<file path="config.mk">
export PLATFORM = sky130hd
export DESIGN_NAME = hazard3_mem_arbiter
export DESIGN_NICKNAME = d
export VERILOG_FILES = /design/src/rtl/hazard3_mem_arbiter.sv
export SDC_FILE = /design/constraint.sdc
export NUM_CORES = 1
export LEC_CHECK = 0
export BUFFER_PORTS_ARGS = -buffer_cell sky130_fd_sc_hd__buf_2
export CAP_MARGIN = 20
export CORE_AREA = 2 2 107 109
export CTS_BUF_LIST = sky130_fd_sc_hd__clkbuf_16
export CTS_CLUSTER_SIZE = 40
export DETAILED_ROUTE_END_ITERATION = 8
export DIE_AREA = 0 0 109 111
export RECOVER_POWER = 100
export REMOVE_ABC_BUFFERS = 1
export SYNTH_ARGS = -nofsm -noshare
export SYNTH_HDL_FRONTEND = slang
export SYNTH_SLANG_ARGS = --single-unit
export TNS_END_PERCENT = 100
</file>
<file path="constraint.sdc">
create_clock -name clk -period 4.47 [get_ports clk]
set_input_delay 0.894 -clock clk [delete_from_list [all_inputs] [get_ports clk]]
set_output_delay 0.894 -clock clk [all_outputs]
set_load 0.03 [all_outputs]
</file>
<file path="src/rtl/hazard3_mem_arbiter.sv">
// hazard3_mem_arbiter: shares one pipelined memory port between instruction
// fetch (I) and load/store (D). D has priority. A starvation counter forces an
// I grant after STARVE_LIMIT consecutive D grants. A 2-deep owner FIFO routes
// returned data phases back to the master that issued them.
module hazard3_mem_arbiter #(
   parameter int unsigned W_ADDR       = 32,
   parameter int unsigned W_DATA       = 32,
   parameter int unsigned STARVE_LIMIT = 4
) (
   input  logic              clk,
   input  logic              rst,

   input  logic [W_ADDR-1:0] i_addr,
   input  logic              i_size,
   input  logic              i_addr_vld,
   output logic              i_addr_rdy,
   output logic [W_DATA-1:0] i_data,
   output logic              i_data_vld,

   input  logic [W_ADDR-1:0] d_addr,
   input  logic [1:0]        d_size,
   input  logic              d_write,
   input  logic [W_DATA-1:0] d_wdata,
   input  logic              d_addr_vld,
   output logic              d_addr_rdy,
   output logic [W_DATA-1:0] d_rdata,
   output logic              d_data_vld,

   output logic [W_ADDR-1:0] m_addr,
   output logic [1:0]        m_size,
   output logic              m_write,
   output logic [W_DATA-1:0] m_wdata,
   output logic              m_addr_vld,
   input  logic              m_addr_rdy,
   input  logic [W_DATA-1:0] m_rdata,
   input  logic              m_data_vld
);

   localparam int unsigned W_CTR      = 4;
   localparam logic [W_CTR-1:0] STARVE_MAX = W_CTR'(STARVE_LIMIT);

   logic             grant_d_r;
   logic             hold_r;
   logic [1:0]       outstanding;
   logic [1:0]       owner_fifo;
   logic             wr_ptr;
   logic             rd_ptr;
   logic [W_CTR-1:0] starve_ctr;

   logic             gnt_i;
   logic             gnt_d;
   logic             push;
   logic             pop;
   logic             head_d;

   // Grant selection: held grant first, then in-flight limit, then I/D priority.
   // Depends only on registered state and the request valids.
   always_comb begin
      gnt_i = 1'b0;
      gnt_d = 1'b0;
      if (!rst) begin
         if (hold_r) begin
            gnt_d = grant_d_r;
            gnt_i = !grant_d_r;
         end else if (outstanding != 2'd2) begin
            if (i_addr_vld && (starve_ctr == STARVE_MAX || !d_addr_vld)) begin
               gnt_i = 1'b1;
            end else if (d_addr_vld) begin
               gnt_d = 1'b1;
            end
         end
      end
   end

   // Address-phase mux toward the bus; zero when idle.
   always_comb begin
      m_addr  = '0;
      m_size  = 2'b00;
      m_write = 1'b0;
      if (gnt_d) begin
         m_addr  = d_addr;
         m_size  = d_size;
         m_write = d_write;
      end else if (gnt_i) begin
         m_addr  = i_addr;
         m_size  = i_size ? 2'b10 : 2'b01;
      end
   end

   assign m_addr_vld = gnt_i | gnt_d;
   assign i_addr_rdy = m_addr_rdy & gnt_i;
   assign d_addr_rdy = m_addr_rdy & gnt_d;
   assign m_wdata    = d_wdata;

   // Data-phase routing: a return with nothing in flight is dropped.
   assign push       = m_addr_vld & m_addr_rdy;
   assign pop        = m_data_vld & (outstanding != 2'd0) & !rst;
   assign head_d     = owner_fifo[rd_ptr];
   assign i_data_vld = pop & !head_d;
   assign d_data_vld = pop & head_d;
   assign i_data     = m_rdata;
   assign d_rdata    = m_rdata;

   // Grant hold, owner FIFO, in-flight count and starvation counter.
   always_ff @(posedge clk) begin
      if (rst) begin
         grant_d_r   <= 1'b0;
         hold_r      <= 1'b0;
         outstanding <= 2'd0;
         owner_fifo  <= 2'b00;
         wr_ptr      <= 1'b0;
         rd_ptr      <= 1'b0;
         starve_ctr  <= '0;
      end else begin
         hold_r <= m_addr_vld & !m_addr_rdy;
         if (m_addr_vld) begin
            grant_d_r <= gnt_d;
         end
         if (push) begin
            owner_fifo[wr_ptr] <= gnt_d;
            wr_ptr             <= !wr_ptr;
         end
         if (pop) begin
            rd_ptr <= !rd_ptr;
         end
         case ({push, pop})
            2'b10:   outstanding <= outstanding + 2'd1;
            2'b01:   outstanding <= outstanding - 2'd1;
            default: outstanding <= outstanding;
         endcase
         if (!i_addr_vld || (push && gnt_i)) begin
            starve_ctr <= '0;
         end else if (push && gnt_d && starve_ctr != STARVE_MAX) begin
            starve_ctr <= starve_ctr + W_CTR'(1);
         end
      end
   end

endmodule

</file>
After elaboration in Yosys (flattened, before gate mapping)
Cells that the tools add are included.
- flip-flop bits (word level): 12
- output and inout bits: 136
- logic and storage cells: 66
- $add $sub $neg: 3
- order comparisons: 3
- eq/ne operators: 5
- mux-type cells: 21
- bitwise operators: 9
- reductions and logical operators: 18
- operators with widths (cell ; number):
    $mux 32 ; 2
    $mux 1 ; 13
    $and 1x1->1 ; 8
    $logic_not 1->1 ; 8
    $mux 2 ; 3
    $logic_and 1x1->1 ; 5
    $add 4x1->4 const B ; 1
    $eq 4x3->1 const B ; 1
    $lt 1x2->1 const B ; 2
    $ne 4x3->1 const B ; 1
    $pmux 2 s2 ; 1
    $reduce_bool 2->1 ; 2
    $add 2x1->2 const B ; 1
    $bwmux 2 ; 1
    $eq 2x1->1 const B ; 1
    $eq 2x2->1 const B ; 1
    $logic_or 1x1->1 ; 2
    $ne 2x2->1 const B ; 1
    $reduce_or 2->1 ; 1
    $sub 2x1->2 const B ; 1
    $demux 1 s1 ; 1
    $ge 1x1->1 const B ; 1
    $or 1x1->1 ; 1

Longest topological paths before layout
Gate-level depths: netlist of run 1.
- depth after elaboration: 12
- mapped depth: 8

Least setup slack after synthesis of run 1
Ideal clock, no wire load.
- path type: input to output
- start: in i_addr_vld
- end: out i_addr_rdy
- arrival: 2.235 ns
- data required time: 3.576 ns
- setup slack: 1.341 ns
- stages on the path: 3
- cell sequence: inv_2 -> o31a_4 -> nor4_1
- longest elaborated chain between the ends: 6
- RTL lines (what ; line ; RTL):
    start, declared ; 15 ; input logic i_addr_vld,
    $logic_and 1x1->1 ; 66 ; if (i_addr_vld && (starve_ctr == STARVE_MAX || !d_addr_vld)) begin
    $mux 1 ; 66 ;
    $mux 1 ; 65 ; end else if (outstanding != 2'd2) begin
    $mux 1 ; 62 ; if (hold_r) begin
    $mux 1 ; 61 ; if (!rst) begin
    $and 1x1->1 ; 91 ; assign i_addr_rdy = m_addr_rdy & gnt_i;
    end, declared ; 16 ; output logic i_addr_rdy,
No other way between the ends.

Worst setup path in the final report of run 1
- start: in i_addr_vld
- end: out m_addr[17]
- longest elaborated chain between the ends: 7
- elaborated cells between the ends (all ways): 11
- RTL lines (what ; line ; RTL):
    $logic_and 1x1->1 (*) ; 66 ;
    $mux 1 ; 66 ;
    $mux 1 ; 65 ;
    $mux 1 ; 62 ;
    $mux 1 ; 61 ;
    $mux 32 ; 84 ; end else if (gnt_i) begin
    $mux 32 (*) ; 80 ; if (gnt_d) begin
    end, declared ; 29 ; output logic [W_ADDR-1:0] m_addr,
Mark *: on every way between the ends. The rest lies on a longest branch, timed or not.

==> impl_metrics.yaml, run 1 <==
global_routing:
  grt_pass1_wl_um: 14200
  antenna_found_initial: 0
  overflow: 0
  grt_max_degree: 37
  grtUsageTotal_pct: 17.6
  first_global_vias: 1607
die:
  die_h_um: 111
  pin_count: 274
  die_w_um: 109
  die-area_um2: 12100
  initial_core_util_pct: 16.2
  fp.coreArea_um2: 11100
  rows: 39
timing:
  period_share_pct: 82.4
  setup_viol: 0
  clock-skew-final_ps: 3.54
  slew_headroom_pct: 41.2
  tns_ps: 0
  worst_slack_ps: 788
  layout_min_cycle_time_ps: 3680
  fmax_mhz: 272
  slew_violations: 0
  rsz0062_at_grt: "no"
  finalHoldViolCount: 0
  tightest_slew_ps: 872
clock_tree:
  clockBufferDepth: 2
  cts.htree.levels: 1
  cts_sinks: 12
  root_buffer: "clkbuf_16"
  cts_tree: "built"
  post_cts_buffers: 0
  cts_hold_buf: 0
  postCtsResizedCells: 0
  cts_buffers: 3
  clk_pin_slew_ps: 40
  worstSkewPairLatency_ps: 240
power_and_ir_drop:
  power_density_nw_per_um2: 266
  ir_drop_v: 0.000101
  power_leakage_nw: 0.770
run:
  drv_cap: 0
synthesis:
  synth_area_um2: 1800
  synth_edf_count: 0
  yosys-top-cells-area: "buf_4 40%, a22o_1 17%, dfxtp_1 13%"
  synth_warnings: 0
  synth_top_area_share_pct: 40.1
  ys_seq_area_share_pct: 13.4
  avgSynthCellArea_um2: 8.00
  ys_types: 35
  ys.flop_type: "dfxtp_1"
  syn-instance-count: 225
  ys_ff_latch: 12
  synthArstFlopShare_pct: 0
  synth_largest_area_cell: "buf_4"
drt:
  firstDrtPassIters: 5
  viasPerCell: 4.53
  drc_errors: 0
  routed-via-count: 1731
  routedWlPerCell_um: 29.4
  ant_nets: 0
  drt_iter0_markers: 80
  wirelength_um: 11200
setup_path:
  cp_data_arrival_time_ps: 2790
  path_class: "in -> out"
  path_cells: "clkbuf_1, inv_2, o31a_1, nor3_4, clkbuf_2, a22o_1, clkbuf_1"
  cp_num_buf_inv: 4
  required_ps: 3580
  critical_path.top_delay_family: "buffers and inverters"
  crit_slowest_cell: "clkbuf_2"
  crit_path_max_fanout: 35
  max_stage_delay_ps: 560
  endpoint_kind: "primary output"
  startpoint_type: "input pin"
  crit_top_cell: "clkbuf_1"
cells_and_area:
  area_delta_synth_final_pct: -0.348
  layout_common_cells: "71 x buf_2, 42 x clkbuf_1, 34 x a22o_1"
  n_fill_cell: 1237
  multi_input_area_um2: 743
  layout_commonest_cell: "buf_2"
  fin_area_um2: 1790
  final_nets: 382
  seq_area_um2: 240
  drive_gt1_share_pct: 33.5
  antennaDiodeCount: 0
outcome:
  run_status: "complete, no violations"
placement:
  port-buffer-count: 113
  dp_hpwl_um: 10000
  gp_congestion: 0.905
  dpl_cell_area_um2: 1780
  place_ws_ps: 1220
min_path:
  hold_class: "reg -> reg"
[cell usage after synthesis (3+ instances only)]
library cell,number
buf_4,96
a22o_1,34
dfxtp_1,12
inv_1,7
o21ai_0,7
a21oi_1,6
nor2_1,6
nand2b_1,5
nand2_1,4
and2_1,3
buf_2,3
buf_6,3
ha_1,3
nand3_1,3
nor2b_1,3
or3_1,3
[flip-flops by register name, indices dropped and copies added (netlist names)]
signal       count
outstanding      2
hold_r           1
wr_ptr           1
grant_d_r        1
owner_fifo       2
rd_ptr           1
starve_ctr       4
[through the flow]
| stage | cells | total power, mW | utilization [%] | hold WS, ps |
|---|---|---|---|---|
| after detailed placement | 379 | 0.322 | 16.1 | 466 |
| after global routing | 382 | 0.499 | 16.2 | 504 |
| after CTS | 382 | 0.487 | 16.8 | 475 |
| final | 382 | 0.476 | 16.2 | 479 |
| after floorplan | 121 | 0.246 | - | 444 |
| after global placement | 379 | 0.318 | 16.1 | 460 |
[where the power goes]
part           total [mW]  leakage (nW)  switching [mW]  internal, mW
clock               0.165        0.0370          0.0487         0.117
combinational       0.190         0.635           0.122        0.0679
sequential          0.121        0.0979         0.00630         0.114
total               0.476         0.770           0.177         0.299
[worst reg2reg max path, stage by stage (launching register included)]
cell and delay, ps:
dfxtp_1 340, inv_1 80, ha_1 150, nand3b_1 130, and3_1 300, o311ai_0 750, a21oi_1 90
[routing by layer]
| layer | up-vias | track usage (%) | part of all wire, % | routed length, um |
|---|---|---|---|---|
| met5 | - | 0 | 0 | 0 |
| met4 | 0 | 2.99 | 1.2 | 140 |
| met3 | 15 | 25.9 | 33 | 3680 |
| met2 | 246 | 24.1 | 40 | 4480 |
| met1 | 748 | 14.5 | 26 | 2940 |
| li1 | 722 | - | - | - |
[kinds of logic (layout without fill, tap and decap cells)]
| family | Yosys count | after routing | synth area share [%] |
|---|---|---|---|
| buf+inv | 112 | 126 | 44.9 |
| flops | 12 | 12 | 13.4 |
| xor+xnor | 3 | 3 | 1.46 |
| fa+ha+maj | 3 | 3 | 2.09 |
| compound gates | 59 | 59 | 25.9 |
| simple gates | 36 | 36 | 12.3 |
[layout make-up]
class                           count  area share (%)
Timing Repair Buffer              115            29.3
Inverter                            8            1.67
Tap cell                          143            9.98
Multi-Input combinational cell    101            41.5
Clock buffer                        3            4.19
Sequential cell                    12            13.4
[path summary, 6_finish.rpt]
kind	endpoint	startpoint	depth (start not counted)	slack, ps
worst max-delay path	m_addr[17]	i_addr_vld	7	790
worst min-delay path	grant_d_r$_SDFFE_PP0N_	grant_d_r$_SDFFE_PP0N_	2	480
worst max register to register	starve_ctr[0]$_SDFFE_PP0P_	starve_ctr[0]$_SDFFE_PP0P_	6	2470
worst min register to register	grant_d_r$_SDFFE_PP0N_	grant_d_r$_SDFFE_PP0N_	2	480
No activity file was read; power rests on OpenSTA's default activity.
==> inputs of run 2 (changes only) <==
- CORE_AREA: 2 2 107 109 -> 2 2 108 110
- DIE_AREA: 0 0 109 111 -> 0 0 110 112
- clock period: 4.47 -> 3.7 ns (I/O delays scaled with it)
==> run 2 against run 1 <==
Effect of this change: register-to-register slack lost 830 ps; via count up 3.4%; largest cell class unchanged; flip-flop and latch count unchanged; power grew 24%; sequential share of layout area down 0.13 points; setup slack worse by 250 ps; cell count is 0.26% higher.
==> impl_metrics.yaml, run 2 (same netlist as run 1, synthesis figures left out) <==
cells_and_area:
  seq_area_um2: 240
  area_delta_synth_final_pct: 0.626
  fin_area_um2: 1810
  multi_input_area_um2: 752
  final_nets: 382
  n_fill_cell: 1264
  antennaDiodeCount: 0
  layout_common_cells: "73 x buf_2, 40 x clkbuf_1, 34 x a22o_1"
  largest_register_ffs: 4
  drive_gt1_share_pct: 34.6
  layout_commonest_cell: "buf_2"
  final_core_util_pct: 16.2
  top_register: "starve_ctr"
  largestRegisters: "starve_ctr: 4 flops, outstanding: 2 flops, owner_fifo: 2 flops"
  instances_no_fill: 383
setup_path:
  path_class: "in -> out"
  cp_data_arrival_time_ps: 2430
  reg2regPathDepth: 6
  crit_start: "i_addr_vld"
  startpoint_type: "input pin"
  r2r-end: "starve_ctr[1]$_SDFFE_PP0P_"
  r2r_start: "starve_ctr[0]$_SDFFE_PP0P_"
  max_stage_delay_ps: 360
  required_ps: 2960
  crit_slowest_cell: "o31a_4"
  endpoint_kind: "primary output"
  r2r_slack_ps: 1640
  crit_path_max_fanout: 35
  path_cells: "buf_2, inv_2, o31a_4, nor3_4, buf_4, a22o_1, clkbuf_1"
  critPathCapture: "m_size[1]"
clock_tree:
  clockBufferDepth: 2
  cts_tree: "built"
  clk_pin_slew_ps: 50
  post_cts_buffers: 0
  cts_hold_buf: 0
  postCtsResizedCells: 0
  cts_buffers: 3
  cts_sinks: 12
  root_buffer: "clkbuf_16"
  worstSkewPairLatency_ps: 240
  cts.htree.levels: 1
timing:
  slew_headroom_pct: 35.3
  setup_viol: 0
  slew_violations: 0
  rsz0062_at_grt: "no"
  finalHoldViolCount: 0
  layout_min_cycle_time_ps: 3170
  worst_slack_ps: 534
  clock-skew-final_ps: 1.34
  tns_ps: 0
  fmax_mhz: 316
  tightest_slew_ps: 959
  period_share_pct: 85.6
  whs_ps: 477
power_and_ir_drop:
  seq_power_share_pct: 24.7
  p_total_uw: 591
  p_comb_share_pct: 40.6
  p_int_uw: 366
  power_leakage_nw: 0.784
  pwr-share-clk_pct: 34.7
  netSwitchingPower_uw: 225
  ir_drop_v: 0.000105
  sw_frac_of_total_pct: 38.1
  power_density_nw_per_um2: 326
placement:
  place_ws_ps: 643
  gp_congestion: 0.880
  port-buffer-count: 113
  dp_hpwl_um: 10900
  placed_cells: 379
  dpl_cell_area_um2: 1780
die:
  die_h_um: 112
  rows: 39
  die_w_um: 110
  initial_core_util_pct: 16.1
  die-area_um2: 12300
  pin_count: 274
  fp.coreArea_um2: 11200
global_routing:
  antenna_found_initial: 0
  grt_pass1_wl_um: 15000
  grt_max_degree: 37
  grtUsageTotal_pct: 18.2
  first_global_vias: 1723
  overflow: 0
outcome:
  run_status: "complete, no violations"
drt:
  viasPerCell: 4.67
  wirelength_um: 12000
  drt_iter0_markers: 84
  firstDrtPassIters: 5
  drc_errors: 0
  routed-via-count: 1790
  ant_nets: 0
  routedWlPerCell_um: 31.4
run:
  drv_cap: 0
min_path:
  hold_class: "reg -> reg"
-- run 2: power by group through the flow --
stage	logic, mW	clock network (mW)	registers, mW
after floorplan	0.152	0	0.146
after global placement	0.247	0	0.147
after detailed placement	0.250	0	0.148
after CTS	0.250	0.206	0.145
after global routing	0.257	0.211	0.146
final	0.240	0.205	0.146
-- run 2: worst min-delay path by stage --
stage                                 from                     end  slack [ps]  cells past startpoint
floorplan           grant_d_r$_SDFFE_PP0N_  grant_d_r$_SDFFE_PP0N_         440                      2
finish              grant_d_r$_SDFFE_PP0N_  grant_d_r$_SDFFE_PP0N_         480                      2
CTS                 grant_d_r$_SDFFE_PP0N_  grant_d_r$_SDFFE_PP0N_         480                      2
global route        grant_d_r$_SDFFE_PP0N_  grant_d_r$_SDFFE_PP0N_         520                      2
global placement    grant_d_r$_SDFFE_PP0N_  grant_d_r$_SDFFE_PP0N_         460                      2
detailed placement  grant_d_r$_SDFFE_PP0N_  grant_d_r$_SDFFE_PP0N_         470                      2
-- run 2: routing by layer --
| metal | up-vias | routed length (um) | track usage, % | part of all wire, % |
|---|---|---|---|---|
| met5 | - | 41 | 4.62 | 0.34 |
| li1 | 720 | - | - | - |
| met3 | 18 | 3650 | 25.1 | 30 |
| met1 | 784 | 3490 | 16.3 | 29 |
| met2 | 266 | 4570 | 24.3 | 38 |
| met4 | 2 | 255 | 3.21 | 2.1 |
-- run 2: final cells by class --
type	instances	area share [%]
repair buffers	115	29.3
clock buffers	3	4.15
clock inverters	1	0.207
flip-flops and latches	12	13.3
well taps	143	9.88
multi-input cells	101	41.5
inverters	8	1.66
-- run 2: critical path: cells and delay by family --
family	cells	cell delay, ps
buffers and inverters	4	850
AO/OA/AOI/OAI	2	680
AND/OR/NAND/NOR	1	150
==> inputs of run 3 (changes only) <==
- ABC_AREA: unset -> 1
- CORE_AREA: 2 2 108 110 -> 2 2 107 109
- DIE_AREA: 0 0 110 112 -> 0 0 109 111
- clock period: 3.7 -> 3.04 ns (I/O delays scaled with it)
==> run 3 against run 2 <==
Effect of this change: die area fell by 1.8%; global-route usage is 0.17 points lower; non-clock buffer count increased by 3; sequential power increased by 21%; largest power group unchanged.
==> impl_metrics.yaml, run 3 <==
run:
  drv_cap: 0
power_and_ir_drop:
  ir_drop_v: 0.000340
  power_leakage_nw: 0.968
  power_density_nw_per_um2: 376
  p_total_uw: 746
placement:
  port-buffer-count: 113
  gp_congestion: 0.835
  dp_hpwl_um: 10300
setup_path:
  crit_top_cell: "nand2_1"
  path_class: "reg -> out"
  crit_path_max_fanout: 36
  endpoint_kind: "primary output"
  path_cells: "inv_1, ha_1, nand3_4, nand2_1, nand2_1, nand2_1, nand2_4, nand2_1, nand2_1, clkbuf_1"
  max_stage_delay_ps: 360
  cp_data_arrival_time_ps: 2170
  crit_slowest_cell: "dfxtp_1"
  startpoint_type: "flop"
  required_ps: 2430
timing:
  tns_ps: 0
  setup_viol: 0
  fmax_mhz: 359
  layout_min_cycle_time_ps: 2780
  whs_ps: 471
  slew_headroom_pct: 46.4
  clock-skew-final_ps: 2.13
  rsz0062_at_grt: "no"
  slew_violations: 0
  period_share_pct: 91.5
  tightest_slew_ps: 805
  finalHoldViolCount: 0
synthesis:
  yosys-top-cells-area: "buf_4 38%, nand3_1 19%, dfxtp_1 12%"
  ys_ff_latch: 12
  yosysMostFrequentCell: "buf_4"
  synth_largest_area_cell: "buf_4"
  ys_seq_area_share_pct: 12.3
  synth_edf_count: 0
  synth_top_area_share_pct: 38.1
  synthArstFlopShare_pct: 0
  avgSynthCellArea_um2: 6.42
  ys_types: 20
  synth_area_um2: 1950
  synth_warnings: 0
  yosys-top-cells-count: "99 x buf_4, 75 x nand3_1, 51 x nand2_1"
  syn-instance-count: 304
  ys.flop_type: "dfxtp_1"
clock_tree:
  clk_pin_slew_ps: 40
  cts_tree: "built"
  cts.htree.levels: 1
  postCtsResizedCells: 0
  worstSkewPairLatency_ps: 240
  cts_buffers: 3
  cts_sinks: 12
  root_buffer: "clkbuf_16"
  clockBufferDepth: 2
  cts_hold_buf: 0
  post_cts_buffers: 0
die:
  die_h_um: 111
  die_w_um: 109
  pin_count: 274
  die-area_um2: 12100
  initial_core_util_pct: 17.6
  rows: 39
  fp.coreArea_um2: 11100
global_routing:
  global_route.usage.met3_pct: 25.0
  use_met2_pct: 23.0
  overflow: 0
  grt_pass1_wl_um: 14900
  grtUsageTotal_pct: 18.1
  first_global_vias: 1755
  antenna_found_initial: 0
  grt.busiest_layer: "met3"
  grt_max_degree: 37
  grtUsageMet1_pct: 17.2
cells_and_area:
  layout_commonest_cell: "nand3_1"
  top_register: "starve_ctr"
  largestRegisters: "starve_ctr: 4 flops, outstanding: 2 flops, owner_fifo: 2 flops"
  drive_gt1_share_pct: 29.7
  largest_register_ffs: 4
  area_delta_synth_final_pct: 1.54
  antennaDiodeCount: 0
  final_nets: 459
  layout_common_cells: "75 x nand3_1, 74 x buf_2, 55 x nand2_1"
drt:
  routed-via-count: 2070
  ant_nets: 0
  viasPerCell: 4.50
  wirelength_um: 11700
  drc_errors: 0
  firstDrtPassIters: 6
  routedWlPerCell_um: 25.5
  drt_iter0_markers: 126
min_path:
  hold_class: "reg -> reg"
outcome:
  run_status: "complete, no violations"
-- run 3: cell families (layout without fill, tap and decap cells) --
group,Yosys count,count (layout),share of synthesized area (%)
xor gates and xnor gates,2,2,0.898
AOI/OAI and AO/OA,20,20,5.71
and+or+nand+nor,143,143,36.0
adders and majority gates,3,3,1.92
buffers and inverters,124,137,43.2
DFF,12,12,12.3
-- run 3: layout make-up --
cell class                 instances  area [um^2]
sequential                        12          240
clock inverter                     1         3.75
multi-input combinational        168          861
fill                            1300         9090
clock buffer                       3         75.1
timing repair buffer             118          564
tap                              143          179
inverter                          15         58.8
-- run 3: critical path: cells and delay by family (launching register included) --
kind	cells	cell delay, ps
fa+ha+maj	1	230
buf+inv	2	400
flops	1	360
simple gates	7	940
-- run 3: metal layers --
layer	part of all wire, %	wire length (um)
met5	0.84	98
met4	0.41	48
met3	30	3520
met2	37	4350
met1	32	3700
-- run 3: power by group --
| group | internal (mW) | total (mW) | switching [mW] |
|---|---|---|---|
| sequential | 0.167 | 0.177 | 0.0101 |
| clock | 0.173 | 0.241 | 0.0677 |
| combinational | 0.0982 | 0.328 | 0.229 |
-- run 3: path summary, 6_finish.rpt --
kind | endpoint | cells after the start | startpoint | slack, ps
worst max-delay path | m_addr_vld | 10 | starve_ctr[0]$_SDFFE_PP0P_ | 260
worst min register to register | owner_fifo[0]$_SDFFE_PP0P_ | 2 | owner_fifo[0]$_SDFFE_PP0P_ | 470
worst min-delay path | owner_fifo[0]$_SDFFE_PP0P_ | 2 | owner_fifo[0]$_SDFFE_PP0P_ | 470
worst max register to register | outstanding[1]$_SDFFE_PP0P_ | 16 | starve_ctr[0]$_SDFFE_PP0P_ | 570
-- run 3: stage by stage --
stage / utilization (%) / setup WS (ps) / instances / instance area, um^2
after global routing: 17.9 / 127 / 460 / 1980
after detailed placement: 17.8 / 570 / 456 / 1970
after CTS: 18.5 / 337 / 460 / 2050
after floorplan: - / 83.2 / 195 / 1170
final: 17.9 / 257 / 460 / 1980
after global placement: 17.8 / 560 / 456 / 1970
